## src/rtl/hazard_ctrl_pkg.sv

```systemverilog
// ---------------------------------------------------------------------------
// hazard_ctrl_pkg
// Shared definitions for the pipeline front-end hazard controller:
//   state_e      - controller states (RUN: fetch may proceed, WAIT: memory busy)
//   REG_ZERO     - architectural zero register, never a real dependency
//   MEM_LAT_MAX  - largest instruction-memory latency the 4-bit wait counter holds
// ---------------------------------------------------------------------------
package hazard_ctrl_pkg;

    typedef enum logic {
        RUN  = 1'b0,
        WAIT = 1'b1
    } state_e;

    localparam logic [4:0] REG_ZERO    = 5'd0;
    localparam int         MEM_LAT_MAX = 15;

endpackage : hazard_ctrl_pkg

```

## src/rtl/hazard_ctrl_sat_counter.sv

```systemverilog
// ---------------------------------------------------------------------------
// sat_counter
// Event counter that sticks at all-ones instead of wrapping.
// Ports:
//   clk     in   rising-edge clock
//   rst     in   asynchronous, active-high reset (clears the count)
//   i_inc   in   count this cycle
//   o_count out  WIDTH-bit saturating count
// ---------------------------------------------------------------------------
module sat_counter #(
    parameter int WIDTH = 32
) (
    input  logic             clk,
    input  logic             rst,
    input  logic             i_inc,
    output logic [WIDTH-1:0] o_count
);

    logic [WIDTH-1:0] r_count;

    // NOTE: clocked state is written only with non-blocking assignments so every
    // flop samples pre-edge values regardless of block evaluation order.
    always_ff @(posedge clk or posedge rst) begin
        if (rst) begin
            r_count <= '0;
        end else if (i_inc && (r_count != '1)) begin
            r_count <= r_count + 1'b1;
        end
    end

    assign o_count = r_count;

endmodule : sat_counter

```

## src/rtl/hazard_ctrl.sv

```systemverilog
// ---------------------------------------------------------------------------
// hazard_ctrl
// Front-end controller for the IF stage and IF/ID register. Each cycle it
// decides whether the PC advances, whether IF/ID loads, whether the fetched
// instruction is squashed and which next-PC source is used. A multi-cycle
// instruction memory is covered by WAIT cycles after every PC write.
// Ports:
//   clk, rst            clock; asynchronous active-high reset
//   id_rs, id_rt        source fields of the instruction in ID
//   id_uses_rt          ID instruction reads rt
//   ex_mem_read, ex_rt  load in EX and its destination register
//   id_branch_taken     branch in ID resolved taken
//   id_jmp              jump in ID
//   pc_write            PC load enable
//   ifid_write          IF/ID load enable
//   flush               squash the instruction entering IF/ID
//   pc_src              select branch target
//   jmp                 select jump target (wins over pc_src)
//   id_bubble           zero ID control into ID/EX
//   stall_cnt           saturating count of cycles with pc_write=0
//   flush_cnt           saturating count of cycles with flush=1
// ---------------------------------------------------------------------------
module hazard_ctrl
    import hazard_ctrl_pkg::*;
#(
    parameter int MEM_LAT = 0,
    parameter int CNT_W   = 32
) (
    input  logic             clk,
    input  logic             rst,
    input  logic [4:0]       id_rs,
    input  logic [4:0]       id_rt,
    input  logic             id_uses_rt,
    input  logic             ex_mem_read,
    input  logic [4:0]       ex_rt,
    input  logic             id_branch_taken,
    input  logic             id_jmp,
    output logic             pc_write,
    output logic             ifid_write,
    output logic             flush,
    output logic             pc_src,
    output logic             jmp,
    output logic             id_bubble,
    output logic [CNT_W-1:0] stall_cnt,
    output logic [CNT_W-1:0] flush_cnt
);

    if (MEM_LAT < 0 || MEM_LAT > MEM_LAT_MAX) begin : g_lat_range
        $error("hazard_ctrl: MEM_LAT out of range 0..15");
    end

    localparam logic [3:0] LAT         = 4'(MEM_LAT);
    localparam state_e     RESET_STATE = (MEM_LAT > 0) ? WAIT : RUN;

    state_e     r_state;
    logic [3:0] r_wait_cnt;

    logic w_load_use;
    logic w_redirect;

    // A load writing r0 never creates a dependency; rt only matters when read.
    assign w_load_use = ex_mem_read && (ex_rt != REG_ZERO) &&
                        ((ex_rt == id_rs) || (id_uses_rt && (ex_rt == id_rt)));
    assign w_redirect = id_jmp || id_branch_taken;

    // NOTE: every output gets its safe (stall) value first, so each path through
    // the block assigns all of them and no latch is inferred.
    always_comb begin
        pc_write   = 1'b0;
        ifid_write = 1'b0;
        id_bubble  = 1'b1;
        flush      = 1'b0;
        pc_src     = 1'b0;
        jmp        = 1'b0;
        // Reset, memory wait and load-use all hold the front end with a bubble.
        if (!rst && (r_state == RUN) && !w_load_use) begin
            pc_write   = 1'b1;
            ifid_write = 1'b1;
            id_bubble  = 1'b0;
            if (w_redirect) begin
                flush  = 1'b1;
                jmp    = id_jmp;
                pc_src = id_branch_taken && !id_jmp;
            end
        end
    end

    always_ff @(posedge clk or posedge rst) begin
        if (rst) begin
            r_state    <= RESET_STATE;
            r_wait_cnt <= LAT;
        end else if (r_state == WAIT) begin
            r_wait_cnt <= r_wait_cnt - 4'd1;
            if (r_wait_cnt == 4'd1) begin
                r_state <= RUN;
            end
        end else if (pc_write && (MEM_LAT > 0)) begin
            // Every new PC starts a fresh memory access of MEM_LAT extra cycles.
            r_wait_cnt <= LAT;
            r_state    <= WAIT;
        end
    end

    sat_counter #(.WIDTH(CNT_W)) u_stall_cnt (
        .clk     (clk),
        .rst     (rst),
        .i_inc   (!pc_write),
        .o_count (stall_cnt)
    );

    sat_counter #(.WIDTH(CNT_W)) u_flush_cnt (
        .clk     (clk),
        .rst     (rst),
        .i_inc   (flush),
        .o_count (flush_cnt)
    );

endmodule : hazard_ctrl

```

## config.mk

```make
export PLATFORM = sky130hd
export DESIGN_NAME = hazard_ctrl
export DESIGN_NICKNAME = d
export VERILOG_FILES = /design/src/rtl/hazard_ctrl_pkg.sv /design/src/rtl/hazard_ctrl_sat_counter.sv /design/src/rtl/hazard_ctrl.sv
export SDC_FILE = /design/constraint.sdc
export NUM_CORES = 1
export LEC_CHECK = 0
export ABC_AREA = 1
export CAP_MARGIN = 0
export CORE_UTILIZATION = 25
export CTS_BUF_LIST = sky130_fd_sc_hd__clkbuf_4 sky130_fd_sc_hd__clkbuf_8
export DETAILED_ROUTE_END_ITERATION = 16
export GPL_TIMING_DRIVEN = 0
export MAX_ROUTING_LAYER = met4
export PLACE_DENSITY = 0.4
export REMOVE_ABC_BUFFERS = 1
export SYNTH_ARGS = -nofsm -noshare
export SYNTH_HDL_FRONTEND = slang
export SYNTH_SLANG_ARGS = --single-unit
```

## constraint.sdc

```tcl
create_clock -name clk -period 2.4 [get_ports clk]
set_input_delay 0.48 -clock clk [delete_from_list [all_inputs] [get_ports clk]]
set_output_delay 0.48 -clock clk [all_outputs]
set_load 0.01 [all_outputs]
```

==> results of run 1 <==
## final cells by class
cell class                 instances  area, µm²
clock buffer                      14        180
clock inverter                     1       5.00
fill                            2035      12400
inverter                          58        220
multi-input combinational        602       2920
sequential                        69       1730
tap                              260        325
timing repair buffer             103       1040
## cells in the final DEF (no fill, tap or decap), types with 4 or more instances in the layout
master and n:
o21ai_0 6, clkbuf_8 12, buf_4 8, nand3b_1 17, dfrtp_1 68, nand3_1 42
dlygate4sd2_1 4, nor3_1 15, xor2_1 26, nand2_1 327, nand4_1 36, buf_2 5
nor2_1 93, clkdlybuf4s50_1 78, inv_1 54, xnor2_1 12
## flip-flops by register name (all words and copies together) (netlist names)
register / flops
r_state: 1
u_flush_cnt.o_count: 32
u_stall_cnt.o_count: 32
r_wait_cnt: 4
## what timing repair did
item | 4_1_cts | 5_1_grt
gates cloned | 2 | 1
endpoints found under the setup margin | 70 | 70
pin swaps | 4 | 5
resized for setup | 41 | 16
endpoints found under the hold margin | 0 | 0
buffers inserted | 7 | 2
## cells by family (layout without fill, tap and decap cells)
kind of cell | count (synthesis) | count (layout) | share of synthesized area
flops | 69 | 69 | 0.358
xor+xnor | 38 | 38 | 0.0690
compound gates | 10 | 10 | 0.0104
simple gates | 547 | 550 | 0.484
buf+inv | 79 | 176 | 0.0682
fa+ha+maj | 4 | 4 | 0.0104
## routing by layer
metal	global-route usage	vias to the layer above	wire length [µm]
met3	0.0214	13	679
li1	-	2558	-
met5	-	-	0
met4	0.0572	0	204
met2	0.262	121	7100
met1	0.259	2376	8560
## report_power, final
part	total (mW)	internal, mW	switching (mW)
sequential	1.34	1.23	0.118
combinational	0.581	0.270	0.312
clock	0.952	0.478	0.475
## final timing paths
path | startpoint | cells after the start | slack, ns | end
max | id_rt[1] | 10 | 0.11 | pc_write
min | r_wait_cnt[3]$_DFFE_PP0P_ | 1 | 0.48 | r_wait_cnt[3]$_DFFE_PP0P_
max reg2reg | u_flush_cnt.o_count[0]$_DFFE_PP0P_ | 11 | 0.24 | u_flush_cnt.o_count[23]$_DFFE_PP0P_
min reg2reg | r_wait_cnt[3]$_DFFE_PP0P_ | 1 | 0.48 | r_wait_cnt[3]$_DFFE_PP0P_
max in group asynchronous | rst | 3 | 1.26 | u_flush_cnt.o_count[15]$_DFFE_PP0P_
min in group asynchronous | rst | 2 | 0.57 | r_state$_DFF_PP0_
## stage by stage
| step | cell area, µm² | utilization |
|---|---|---|
| global route | 6420 | 0.341 |
| CTS | 6350 | 0.337 |
| finish | 6420 | 0.341 |
| floorplan | 4710 | - |
| global placement | 5940 | 0.315 |
| detailed placement | 6050 | 0.321 |
==> flow_summary.ini, run 1 <==
[clock_network]
cts.hold.buffers_added = 0
cts_max_level = 3
cts_made_buffers = 9
clock_sinks = 69
cts_tree = done
clockBufferDepth = 2
worstSkewPairLatency_ns = 0.36
cts.clk_slew.worst_paths_ns = 0.08
root_buffer = clkbuf_8

[floorplanning]
start_util = 0.256
dieHeight_um = 141
num_rows = 50
coreArea_um2 = 18800
io_pins = 91
dieArea_um2 = 19800
dieWidth_um = 141

[synth]
synth_area_um2 = 4820
synth_ff_type = dfrtp_1
synth_warnings = 0
ys_types = 25
syn-mean-instance-area_um2 = 6.46
netlist.area_leader.share = 0.358
ys_seq_area_frac = 0.358
synthTopCellsByArea = dfrtp_1, nand2_1, nor2_1, xor2_1, nand4_1
yosys-top-cells-count = nand2_1, nor2_1, dfrtp_1, inv_1, nand3_1
ys_ff_latch = 69
syn_inst = 747
synth_most_common_cell = nand2_1
yosysTopAreaCell = dfrtp_1
synth_async_sr_flop_share = 1.00
synth_edf_count = 0

[placement]
gp_congestion = 0.893
preCtsSetupSlack_ns = -1.40
portBuffers = 90
place_hpwl_um = 11400
place_inst = 1080

[sta]
fin_crit_sh = 0.955
grt_setup_unrepaired = true
min_period_ns = 2.29
maxSlewHeadroom = 0.491
drv_slew = 0
finalSetupViolations = 0
fin_tns_setup_ns = 0
max_freq_mhz = 436
hold_viol = 0
skew_ns = 0.00855
worstMarginPinSlew_ns = 0.757
timing.hold.ws_ns = 0.477
fin_ws_ns = 0.109

[grt]
antenna_found_initial = 0
grtUsageTotal = 0.180
grt_pass1_vias = 4864
grt_max_degree = 44
globalRouteOverflowTotal = 0
grt_pass1_wl_um = 26900

[route]
finalWirelength_um = 16500
drtIter0Drc = 342
via_per_inst = 4.58
dr.pass1.iters = 7
drcViolationCount = 0
ant_nets = 0
wl_per_cell_um = 14.9
num_vias = 5068

[setup_path]
crit_required_ns = 1.92
crit_family = buffers and inverters
cp_max_fo = 3
cp_cell_sequence = clkdlybuf4s50_1 > inv_1 > nand2_1 > nand2_1 > nor2_2 > nand3_1 > nand2_2 > buf_4 > a21oi_4 > buf_2
end_kind = primary output
crit_slowest_cell = clkdlybuf4s50_1
slowest_delay_ns = 0.44
crit_arrival_ns = 1.81
crit_buf_inv = 4
cp_common_cell = nand2_1
cp-start-kind = input port
crit_type = input port to primary output

[cells_and_area]
syn_to_final_growth_pct = 33.1
fin_cells = 1107
layout.nets = 868
drive_above_1_share = 0.0756
antenna_cells = 0

[run]
drv_cap = 0

[run_status]
status = finished clean

[min_path]
min_path_type = flop to flop

[power]
powerDensity_nw_per_um2 = 448
power.leakage_nw = 2.93
finalPower_mw = 2.88
ir_drop_mv = 0.225
(Power assumes the default switching activity.)
==> inputs of run 2 (changes only) <==
--- a/config.mk
+++ b/config.mk
@@ -7,12 +7,12 @@
 export LEC_CHECK = 0
 export ABC_AREA = 1
 export CAP_MARGIN = 0
+export CORE_MARGIN = 1.5
 export CORE_UTILIZATION = 25
 export CTS_BUF_LIST = sky130_fd_sc_hd__clkbuf_4 sky130_fd_sc_hd__clkbuf_8
 export DETAILED_ROUTE_END_ITERATION = 16
 export GPL_TIMING_DRIVEN = 0
 export MAX_ROUTING_LAYER = met4
-export PLACE_DENSITY = 0.4
 export REMOVE_ABC_BUFFERS = 1
 export SYNTH_ARGS = -nofsm -noshare
 export SYNTH_HDL_FRONTEND = slang
==> constraint.sdc (replaced) <==
create_clock -name clk -period 2.8 [get_ports clk]
set_input_delay 0.56 -clock clk [delete_from_list [all_inputs] [get_ports clk]]
set_output_delay 0.56 -clock clk [all_outputs]
set_load 0.01 [all_outputs]
==> flow_summary.ini, run 2 (synthesized netlist as in run 1, its figures left out) <==
[floorplanning]
dieWidth_um = 142
coreArea_um2 = 18800
dieArea_um2 = 20100
start_util = 0.256
dieHeight_um = 142
num_rows = 50
io_pins = 91

[grt]
globalRouteOverflowTotal = 0
grt_pass1_wl_um = 24500
top_usage_layer = met2
grt_pass1_vias = 4693
antenna_found_initial = 0
grtUsageMet1 = 0.217
grtUsageTotal = 0.159
grt_max_degree = 54
grt_use_met3 = 0.0310
met2_usage = 0.240

[setup_path]
slowest_delay_ns = 0.48
cp_cell_sequence = clkdlybuf4s50_1 > inv_1 > nand2_1 > nand2_1 > nor2_1 > nand3_1 > nand2_4 > nand2_8 > nand2_8 > nor3_1 > dlygate4sd2_1
crit_slowest_cell = clkdlybuf4s50_1
cp-start-kind = input port
crit_required_ns = 2.24
cp_max_fo = 6
end_kind = primary output
crit_arrival_ns = 2.10
crit_type = input port to primary output

[route]
drcViolationCount = 0
drtIter0Drc = 295
via_per_inst = 4.56
wl_per_cell_um = 13.5
finalWirelength_um = 15000
ant_nets = 0
dr.pass1.iters = 5
num_vias = 5053

[sta]
fin_ws_ns = 0.145
skew_ns = 0.0139
fin_crit_sh = 0.948
maxSlewHeadroom = 0.161
min_period_ns = 2.66
grt_setup_unrepaired = false
worstMarginPinSlew_ns = 1.26
hold_viol = 0
drv_slew = 0
max_freq_mhz = 377
finalSetupViolations = 0

[run]
drv_cap = 0

[clock_network]
cts_tree = done
cts_made_buffers = 9
clock_sinks = 69
root_buffer = clkbuf_8
cts_max_level = 3
worstSkewPairLatency_ns = 0.37
clockBufferDepth = 2
cts.clk_slew.worst_paths_ns = 0.08

[power]
powerDensity_nw_per_um2 = 394
power.leakage_nw = 2.95
finalPower_mw = 2.53
ir_drop_mv = 0.176

[cells_and_area]
syn_to_final_growth_pct = 33.1
final_core_util = 0.341
layout.nets = 868
drive_above_1_share = 0.0566
layout_common_cells = nand2_1, nor2_1, clkdlybuf4s50_1
final_common_cell = nand2_1
antenna_cells = 0

[placement]
gp_congestion = 0.880
portBuffers = 90
preCtsSetupSlack_ns = -1.08
place_hpwl_um = 10300

[min_path]
min_path_type = flop to flop

[run_status]
status = finished clean
==> run 2: cell count changes in the layout (fill, tap and decap cells not counted), sizes merged, moves of 2 or more <==
| cell | before | now |
|---|---|---|
| dlymetal6s2s | 2 | 5 |
| clkbuf | 15 | 11 |
| buf | 18 | 13 |
| clkinv | 1 | 3 |
==> run 2: final timing paths <==
check	from	to	slack (ns)	cells past startpoint
max	id_rs[1]	pc_src	0.14	11
max in group asynchronous	rst	u_flush_cnt.o_count[10]$_DFFE_PP0P_	1.70	3
min	r_wait_cnt[3]$_DFFE_PP0P_	r_wait_cnt[3]$_DFFE_PP0P_	0.48	1
min reg2reg	r_wait_cnt[3]$_DFFE_PP0P_	r_wait_cnt[3]$_DFFE_PP0P_	0.48	1
min in group asynchronous	rst	u_stall_cnt.o_count[22]$_DFFE_PP0P_	0.56	2
max reg2reg	u_flush_cnt.o_count[0]$_DFFE_PP0P_	u_flush_cnt.o_count[10]$_DFFE_PP0P_	0.29	11
==> run 2: what timing repair did <==
| action | in CTS | in global routing |
|---|---|---|
| setup endpoints to repair | 70 | 38 |
| gates resized for setup | 18 | 9 |
| pin swaps | 4 | 5 |
| cloned | 2 | 1 |
| hold buffers | 0 | 0 |
| setup buffers | 6 | 5 |
==> run 2: layout make-up <==
cell class | count | area [µm²]
fill | 2026 | 12400
multi-input combinational | 602 | 2880
sequential | 69 | 1730
timing repair buffer | 103 | 1060
tap | 260 | 325
inverter | 58 | 220
clock buffer | 11 | 151
clock inverter | 5 | 57.6
==> run 2: per-stage QoR <==
step                      hold slack (ns)  TNS (ns)  instances  area (µm²)
after CTS                           0.477         0       1102        6330
final                               0.477         0       1108        6420
after global placement              0.462   -136.57       1076        5940
after global routing                0.508         0       1108        6420
after detailed placement            0.463    -57.20       1078        6010
after floorplan                     0.443     -3.73        726        4710
==> run 2: power breakdown <==
group          leakage [nW]  switching (mW)  total [mW]  internal [mW]
Combinational          1.89           0.261       0.494          0.234
Sequential            0.952          0.0939        1.14           1.05
Clock                 0.110           0.427       0.889          0.462
==> run 2: layer usage <==
| metal | wire (µm) | part of all wire |
|---|---|---|
| met1 | 7460 | 0.50 |
| met2 | 6720 | 0.45 |
| met3 | 621 | 0.041 |
| met4 | 185 | 0.012 |
| met5 | 0 | 0 |
==> run 2: worst max-delay path, delay by kind of cell <==
| family | cells | cell delay [ns] |
|---|---|---|
| buffers and inverters | 3 | 0.80 |
| and+or+nand+nor | 8 | 0.73 |
==> inputs of run 3 (changes only) <==
--- a/config.mk
+++ b/config.mk
@@ -8,12 +8,12 @@
 export ABC_AREA = 1
 export CAP_MARGIN = 0
 export CORE_MARGIN = 1.5
-export CORE_UTILIZATION = 25
+export CORE_UTILIZATION = 38
 export CTS_BUF_LIST = sky130_fd_sc_hd__clkbuf_4 sky130_fd_sc_hd__clkbuf_8
 export DETAILED_ROUTE_END_ITERATION = 16
 export GPL_TIMING_DRIVEN = 0
-export MAX_ROUTING_LAYER = met4
 export REMOVE_ABC_BUFFERS = 1
 export SYNTH_ARGS = -nofsm -noshare
 export SYNTH_HDL_FRONTEND = slang
+export SYNTH_HIERARCHICAL = 1
 export SYNTH_SLANG_ARGS = --single-unit
==> flow_summary.ini, run 3 <==
[synth]
yosysTopAreaCell = dfrtp_1
synthTopCellsByArea = dfrtp_1, nand2_1, nor2_1, inv_1, nand3_1
ys_ff_latch = 69
synth_area_um2 = 5020
synth_warnings = 6
synth_most_common_cell = nand2_1
syn-mean-instance-area_um2 = 6.23
ys_seq_area_frac = 0.344
ys_types = 25
yosys-top-cells-count = nand2_1, nor2_1, inv_1, dfrtp_1, nand3_1
synth_async_sr_flop_share = 1.00
synth_edf_count = 0
syn_inst = 806
netlist.area_leader.share = 0.344
synth_ff_type = dfrtp_1

[clock_network]
clockBufferDepth = 2
clock_sinks = 69
cts.clk_slew.worst_paths_ns = 0.07
cts_max_level = 3
cts_tree = done
root_buffer = clkbuf_8
cts_made_buffers = 9
worstSkewPairLatency_ns = 0.36

[setup_path]
crit_family = buffers and inverters
cp_max_fo = 5
cp_cell_sequence = clkdlybuf4s50_1 > inv_2 > nor2_1 > nor2_2 > nand3_1 > nand2_1 > nand2_2 > nand2_8 > buf_12 > nor2_4 > clkdlybuf4s15_1
cp-startpoint = ex_rt[3]
timing.rr.end = u_flush_cnt/o_count[2]$_DFFE_PP0P_
end_kind = primary output
cp-start-kind = input port
crit_type = input port to primary output
slowest_delay_ns = 0.49
worstRegToRegCells = 10
crit_required_ns = 2.24
crit_slowest_cell = clkdlybuf4s50_1
reg2reg_slack_ns = 0.70
crit_arrival_ns = 2.12
crit_buf_inv = 4
rr_startpoint = r_state$_DFF_PP0_

[cells_and_area]
drive_above_1_share = 0.0752
antenna_cells = 0
layout_common_cells = nand2_1, nor2_1, clkdlybuf4s50_1
fin_cells = 1076
layout.nets = 925
syn_to_final_growth_pct = 25.9
final_common_cell = nand2_1

[placement]
portBuffers = 90
place_hpwl_um = 9840
place_inst = 1058
gp_congestion = 0.858
preCtsSetupSlack_ns = -0.274

[floorplanning]
io_pins = 91
coreArea_um2 = 12800
start_util = 0.393
dieHeight_um = 118
num_rows = 41
dieArea_um2 = 13900
dieWidth_um = 118

[route]
via_per_inst = 4.66
ant_nets = 0
dr.pass1.iters = 5
num_vias = 5009
drtIter0Drc = 261
drcViolationCount = 0
finalWirelength_um = 13100
wl_per_cell_um = 12.2

[sta]
hold_viol = 0
worstMarginPinSlew_ns = 0.696
min_period_ns = 2.68
max_freq_mhz = 373
fin_crit_sh = 0.958
fin_ws_ns = 0.117
grt_setup_unrepaired = false
maxSlewHeadroom = 0.535
skew_ns = 0.00752
drv_slew = 0
finalSetupViolations = 0

[grt]
grtUsageTotal = 0.199
grt_pass1_vias = 4684
globalRouteOverflowTotal = 0
grt_pass1_wl_um = 22400
antenna_found_initial = 0
grt_max_degree = 33

[power]
power.leakage_nw = 3.06
powerDensity_nw_per_um2 = 382
ir_drop_mv = 0.228

[run_status]
status = finished clean

[min_path]
worstHoldPathCells = 1
min_from = r_wait_cnt[3]$_DFFE_PP0P_
min_path_type = flop to flop
min_to = r_wait_cnt[3]$_DFFE_PP0P_

[run]
drv_cap = 0
==> run 3: repair_timing <==
item,CTS,global route
setup buffers,3,0
endpoints found under the setup margin,6,23
gates resized for setup,7,6
pin swaps,1,0
hold buffers,0,0
==> run 3: power breakdown <==
part	internal [mW]	switching, mW	leakage [nW]
Combinational	0.225	0.255	2.01
Clock	0.409	0.392	0.0994
Sequential	1.05	0.0833	0.952
==> run 3: worst max path at each step <==
stage | end | slack (ns) | cells past startpoint
2_1_floorplan | u_flush_cnt/o_count[11]$_DFFE_PP0P_ | 0.05 | 11
3_3_place_gp | u_flush_cnt/o_count[2]$_DFFE_PP0P_ | -1.41 | 13
3_5_place_dp | flush | -0.27 | 10
4_1_cts | ifid_write | 0.05 | 11
5_1_grt | flush | 0.006 | 11
6_report | flush | 0.12 | 11
==> run 3: cells by family after synthesis <==
kind of cell    Yosys count  synth area share
compound gates           11            0.0110
xor+xnor                 28            0.0488
flops                    69             0.344
fa+ha+maj                 4           0.00997
buf+inv                  94            0.0879
simple gates            600             0.499
==> run 3: metal layers <==
layer / wire length (µm) / part of all wire / vias up / GRT usage
met5: 0 / 0 / - / 0
met4: 196 / 0.015 / 0 / 0.0640
met3: 555 / 0.042 / 15 / 0.0436
met2: 6210 / 0.47 / 117 / 0.336
met1: 6150 / 0.47 / 2256 / 0.253
li1: - / - / 2621 / -
==> run 3: layout make-up <==
cell class	count	area, µm²
sequential	69	1730
clock buffer	14	180
inverter	81	304
multi-input combinational	643	2890
fill	1349	6450
tap	172	215
timing repair buffer	96	1010
clock inverter	1	5.00
==> run 3: worst register-to-register path, delay by kind of cell (launching register included) <==
kind,cells,cell delay [ns]
DFF,1,0.43
and+or+nand+nor,5,0.68
AOI/OAI and AO/OA,1,0.33
buffers and inverters,4,0.60
==> run 3: through the flow <==
stage                      util  area (µm²)  power (mW)  setup TNS (ns)  hold slack (ns)
after global placement    0.470        6000        1.61          -73.91            0.458
after floorplan               -        4880        1.39               0            0.339
final                     0.495        6320        2.42               0            0.483
after global routing      0.495        6320        2.55               0            0.495
after CTS                 0.494        6310        2.45               0            0.479
after detailed placement  0.476        6080        1.63           -5.08            0.462
